==> src/rtl/fpu_result_uart_tx.sv <==
// Serial transmitter for 16-bit FPU results: buffers one pending word and
// sends each word as two back-to-back 8N1 frames at a runtime bit period.
module fpu_result_uart_tx #(
    parameter bit HIGH_BYTE_FIRST = 1'b1
) (
    input  logic        clk,
    input  logic        rst_l,
    input  logic [15:0] CLKS_PER_BIT,
    input  logic [15:0] result_i,
    input  logic        result_valid_i,
    output logic        result_ready_o,
    output logic        r_Tx_Serial,
    output logic        tx_active_o,
    output logic        tx_done_o
);

    typedef enum logic [1:0] {IDLE, START, DATA, STOP} state_t;

    state_t      state, state_n;
    logic [15:0] cnt, cnt_n;
    logic [15:0] cpb_q, cpb_n;
    logic [15:0] word_q, word_n;
    logic [15:0] pend_q;
    logic [7:0]  shreg, shreg_n;
    logic [2:0]  bit_idx, bit_idx_n;
    logic        byte_sel, byte_sel_n;
    logic        pend_full;
    logic        load;
    logic        accept;
    logic        cnt_last;
    logic        line_n;

    function automatic logic [7:0] first_byte(input logic [15:0] w);
        return HIGH_BYTE_FIRST ? w[15:8] : w[7:0];
    endfunction

    function automatic logic [7:0] second_byte(input logic [15:0] w);
        return HIGH_BYTE_FIRST ? w[7:0] : w[15:8];
    endfunction

    // A zero period would never let the counter wrap, so it runs at one cycle per bit.
    function automatic logic [15:0] clamp_cpb(input logic [15:0] c);
        return (c == 16'd0) ? 16'd1 : c;
    endfunction

    assign result_ready_o = ~pend_full;
    assign accept         = result_valid_i & ~pend_full;
    assign cnt_last       = (cnt == cpb_q - 16'd1);
    assign tx_active_o    = (state != IDLE);
    assign tx_done_o      = (state == STOP) && byte_sel && cnt_last;

    always_comb begin
        state_n    = state;
        cnt_n      = cnt;
        bit_idx_n  = bit_idx;
        byte_sel_n = byte_sel;
        shreg_n    = shreg;
        cpb_n      = cpb_q;
        word_n     = word_q;
        load       = 1'b0;
        case (state)
            IDLE: load = pend_full;
            START: begin
                if (cnt_last) begin
                    cnt_n   = 16'd0;
                    state_n = DATA;
                end else begin
                    cnt_n = cnt + 16'd1;
                end
            end
            DATA: begin
                if (cnt_last) begin
                    cnt_n = 16'd0;
                    if (bit_idx == 3'd7) begin
                        bit_idx_n = 3'd0;
                        state_n   = STOP;
                    end else begin
                        bit_idx_n = bit_idx + 3'd1;
                        shreg_n   = {1'b0, shreg[7:1]};
                    end
                end else begin
                    cnt_n = cnt + 16'd1;
                end
            end
            STOP: begin
                if (cnt_last) begin
                    cnt_n = 16'd0;
                    if (!byte_sel) begin
                        byte_sel_n = 1'b1;
                        shreg_n    = second_byte(word_q);
                        state_n    = START;
                    end else if (pend_full) begin
                        load = 1'b1;
                    end else begin
                        state_n = IDLE;
                    end
                end else begin
                    cnt_n = cnt + 16'd1;
                end
            end
            default: state_n = IDLE;
        endcase

        // Word start: the rate is latched here so mid-word rate changes wait for the next word.
        if (load) begin
            cpb_n      = clamp_cpb(CLKS_PER_BIT);
            word_n     = pend_q;
            shreg_n    = first_byte(pend_q);
            byte_sel_n = 1'b0;
            bit_idx_n  = 3'd0;
            cnt_n      = 16'd0;
            state_n    = START;
        end

        // The line register carries the level belonging to the state being entered.
        if (state_n == START) begin
            line_n = 1'b0;
        end else if (state_n == DATA) begin
            line_n = shreg_n[0];
        end else begin
            line_n = 1'b1;
        end
    end

    always_ff @(posedge clk) begin
        if (!rst_l) begin
            state       <= IDLE;
            pend_full   <= 1'b0;
            r_Tx_Serial <= 1'b1;
        end else begin
            state       <= state_n;
            r_Tx_Serial <= line_n;
            if (load) begin
                pend_full <= 1'b0;
            end else if (accept) begin
                pend_full <= 1'b1;
            end
        end
    end

    always_ff @(posedge clk) begin
        if (accept) begin
            pend_q <= result_i;
        end
        cnt      <= cnt_n;
        cpb_q    <= cpb_n;
        word_q   <= word_n;
        shreg    <= shreg_n;
        bit_idx  <= bit_idx_n;
        byte_sel <= byte_sel_n;
    end

endmodule

==> config.mk <==
export PLATFORM = sky130hd
export DESIGN_NAME = fpu_result_uart_tx
export DESIGN_NICKNAME = d
export VERILOG_FILES = /design/src/rtl/fpu_result_uart_tx.sv
export SDC_FILE = /design/constraint.sdc
export NUM_CORES = 1
export LEC_CHECK = 0
export ABC_CLOCK_PERIOD_IN_PS = 3800
export CAP_MARGIN = 20
export CORE_AREA = 8 8 87 167
export CTS_CLUSTER_DIAMETER = 40
export DETAILED_ROUTE_END_ITERATION = 8
export DIE_AREA = 0 0 95 175
export GPL_TIMING_DRIVEN = 1
export PLACE_DENSITY = 0.56
export SYNTH_ARGS = -nofsm -noshare
export SYNTH_HDL_FRONTEND = slang
export SYNTH_SLANG_ARGS = --single-unit
==> constraint.sdc <==
create_clock -name clk -period 3.8 [get_ports clk]
set_input_delay 0.57 -clock clk [delete_from_list [all_inputs] [get_ports clk]]
set_output_delay 0.57 -clock clk [all_outputs]
set_load 0.1 [all_outputs]
==> summary.txt <==
Run status - completed
CTS tree - built
Tmin final - 3590 ps
Area delta synth->final - 23.2%
Grt total ovfl - 0
Total Neg Setup Slack - 0 ps
Total Routing Usage GR - 9.67%
Drt first pass iters - 4
# clock sinks - 72
Reg clk slew, reported paths - 60 ps
Worst path required time - 3230 ps
Final nets - 415
Sequential Power Share - 45.4%
Pleak - 0.00160 uW
Peak Freq - 0.278 GHz
Internal - 1600 uW
Die W - 95 um
Rows - 58
Later-pin clock latency in the skew report - 340 ps
Sw Ratio - 24.0%
Synth top area share - 39.0%
Largest area contributor in the netlist - edfxtp_1
Final hold vios - 0
Yosys warning count - 0
Combinational fraction of design power - 12.1%
Post-synth EDFFs - 47
Synth area leaders - edfxtp_1 39%, dfxtp_1 14%, nor2_1 4.6%
Largest stage delay, worst path - 560 ps
Starting Density - 29.2%
Syn Inst Count - 341
Worst Path Max Fanout - 12
Dpl cells - 509
Clock buffer depth - 2
WP data arrival - 3020 ps
CP Capture Type - output pin
WL/cell - 13.9 um
Core box area - 12400 um^2
Post-synthesis sequential area ratio - 52.8%
Measured slew at the worst slew-check pin - 971 ps
CP max-delay cell - nor3_1
Commonest non-fill, non-tap cell in the layout - edfxtp_1
Startpoint Class - flop
Largest net degree at the start of global routing - 39
Initial antenna violation count - 0
Critical Path, Cell by Cell - nor3_1 > and4b_1 > o211ai_1 > a211o_1 > nor4b_4 > buf_4 > and3_1 > buf_12
Max VDD drop - 0.000275 V
Synth async-reset ratio - 0%
Clock Skew - 9.45 ps
Root Driver - clkbuf_16
Most frequent cells in the layout - 47 x edfxtp_1, 44 x nor2_1, 36 x clkdlybuf4s50_1
Hold EP - word_q[3]
Post-Syn Area - 3620 um^2
RR Endpoint - r_Tx_Serial
Fin crit share - 94.5%
Remaining DRCs - 0
Hold Buf Count CTS - 0
Dpl hpwl - 5.50 mm
H-Tree Depth - 3
Cell family with most CP delay - simple AND/OR/NAND/NOR gates
Antenna cells - 0
Layout cells sized above 1 - 9.31%
Input/output buffers - 38
Fill cells - 1259
RSZ-0062 raised after global routing - false
HP Start - pend_q[3]
Worst reg-to-reg setup slack - 480 ps
Vias per std cell - 4.75
Top_reg_cell synth - edfxtp_1
First-pass GRT wire length - 12.7 mm
DR vias - 2496
Num ports - 39
FF-to-FF Start - cpb_q[0]
Hold path depth - 0
Max Cap Violations - 0
Die H - 175 um
Buf+Inv Stages, Crit Path - 2
Post-Layout Cell Count - 526
Routed wire length - 7.30 mm
Synth Net Count - 385
P_sw - 503 uW
Worst setup path category - flop to output pin
ANT nets after route - 0
Final slew viol count - 0
Number of cells on the worst reg-to-reg path - 14
Worst slew margin - 35.0%
GPL Wtd Cong - 0.853
Die footprint - 16600 um^2
Number of global-route vias before repair - 2602
Clock Power Share - 42.5%
CTS Buf Count - 9
PwrDens - 471 nW/um^2
Avg Inst Size Synth - 10.6 um^2
Hold Path Class - flop to flop
Initial DRC count - 115
Netlist cell types - 54
Final setup fails - 0
Yosys reg bits - 72
==> worst register-to-register path: cells and delay by family (launching register included) <==
family / cells / cell delay, ps
fa+ha+maj: 1 / 240
flops: 1 / 440
compound gates: 7 / 1590
simple gates: 2 / 400
buf+inv: 4 / 580
==> power groups by stage <==
stage,sequential [uW],clock [uW],combinational [uW]
finish,952,892,255
global route,960,947,285
CTS,953,920,258
detailed placement,969,0,257
global placement,970,0,256
floorplan,962,0,171
==> worst max-delay path by stage <==
stage,startpoint,end,slack (ps),cells after the start
detailed placement,cpb_q[0],r_Tx_Serial,390,13
global route,cpb_q[5],tx_done_o,10,8
floorplan,cpb_q[0],tx_done_o,350,9
CTS,cpb_q[0],tx_done_o,130,10
finish,cpb_q[5],tx_done_o,210,8
global placement,cpb_q[0],r_Tx_Serial,490,12
==> cells by family (layout without fill, tap and decap cells) <==
group	after synthesis	after routing	share of synthesized area, %
buffers and inverters	33	68	3.70
XOR/XNOR	31	31	7.50
multiplexers	4	4	1.28
AND/OR/NAND/NOR	139	139	20.8
AO/OA/AOI/OAI	53	53	10.8
adder cells (fa/ha/maj)	9	9	3.11
flip-flops	72	72	52.8
==> flip-flops by register name, indices dropped and copies added (netlist names), 2 cells and up <==
name and count:
cpb_q 16, pend_q 16, word_q 8, state 2, cnt 16, shreg 8
bit_idx 3
==> metal layers <==
metal / share of wire (%) / routed length [um] / vias to the layer above / GRT usage [%]
met5: 0 / 0 / - / 0
met2: 47 / 3450 / 49 / 14.8
met3: 3.3 / 244 / 12 / 1.76
met1: 47 / 3410 / 1146 / 12.2
met4: 2.6 / 189 / 0 / 5.70
li1: - / - / 1289 / -
==> metrics by stage <==
step	instance area [um^2]	hold WS [ps]	util [%]	power (uW)	setup WS (ps)
6_report	4460	417	35.9	2100	207
3_3_place_gp	4130	401	33.3	1230	493
2_1_floorplan	3620	400	-	1130	353
5_1_grt	4460	429	35.9	2190	12.2
3_5_place_dp	4130	405	33.3	1230	386
4_1_cts	4450	419	35.9	2130	129
==> area by class of cell <==
| type | instances | area (um^2) | area share (%) |
|---|---|---|---|
| clock buffer | 10 | 229 | 5.13 |
| clock inverter | 6 | 90.1 | 2.02 |
| inverter | 10 | 37.5 | 0.842 |
| multi-input combinational | 236 | 1570 | 35.3 |
| sequential | 72 | 1910 | 42.9 |
| tap | 150 | 188 | 4.21 |
| timing repair buffer | 42 | 430 | 9.65 |
==> repair_timing <==
action / in CTS / in global routing
endpoints found under the setup margin: 0 / 3
gates resized for setup: 0 / 0
setup buffers: 0 / 1
==> synthesized netlist by cell type (6+ instances only) <==
cell type,number
edfxtp_1,47
a21oi_1,10
a221oi_1,6
nor3_1,9
nand2_1,30
nand4_1,6
nor2_1,44
xnor2_1,15
inv_1,9
o21ai_0,7
or3_1,7
clkbuf_1,20
ha_1,9
nand3_1,6
dfxtp_1,25
xor2_1,16
No activity file was read; power rests on OpenSTA's default activity.
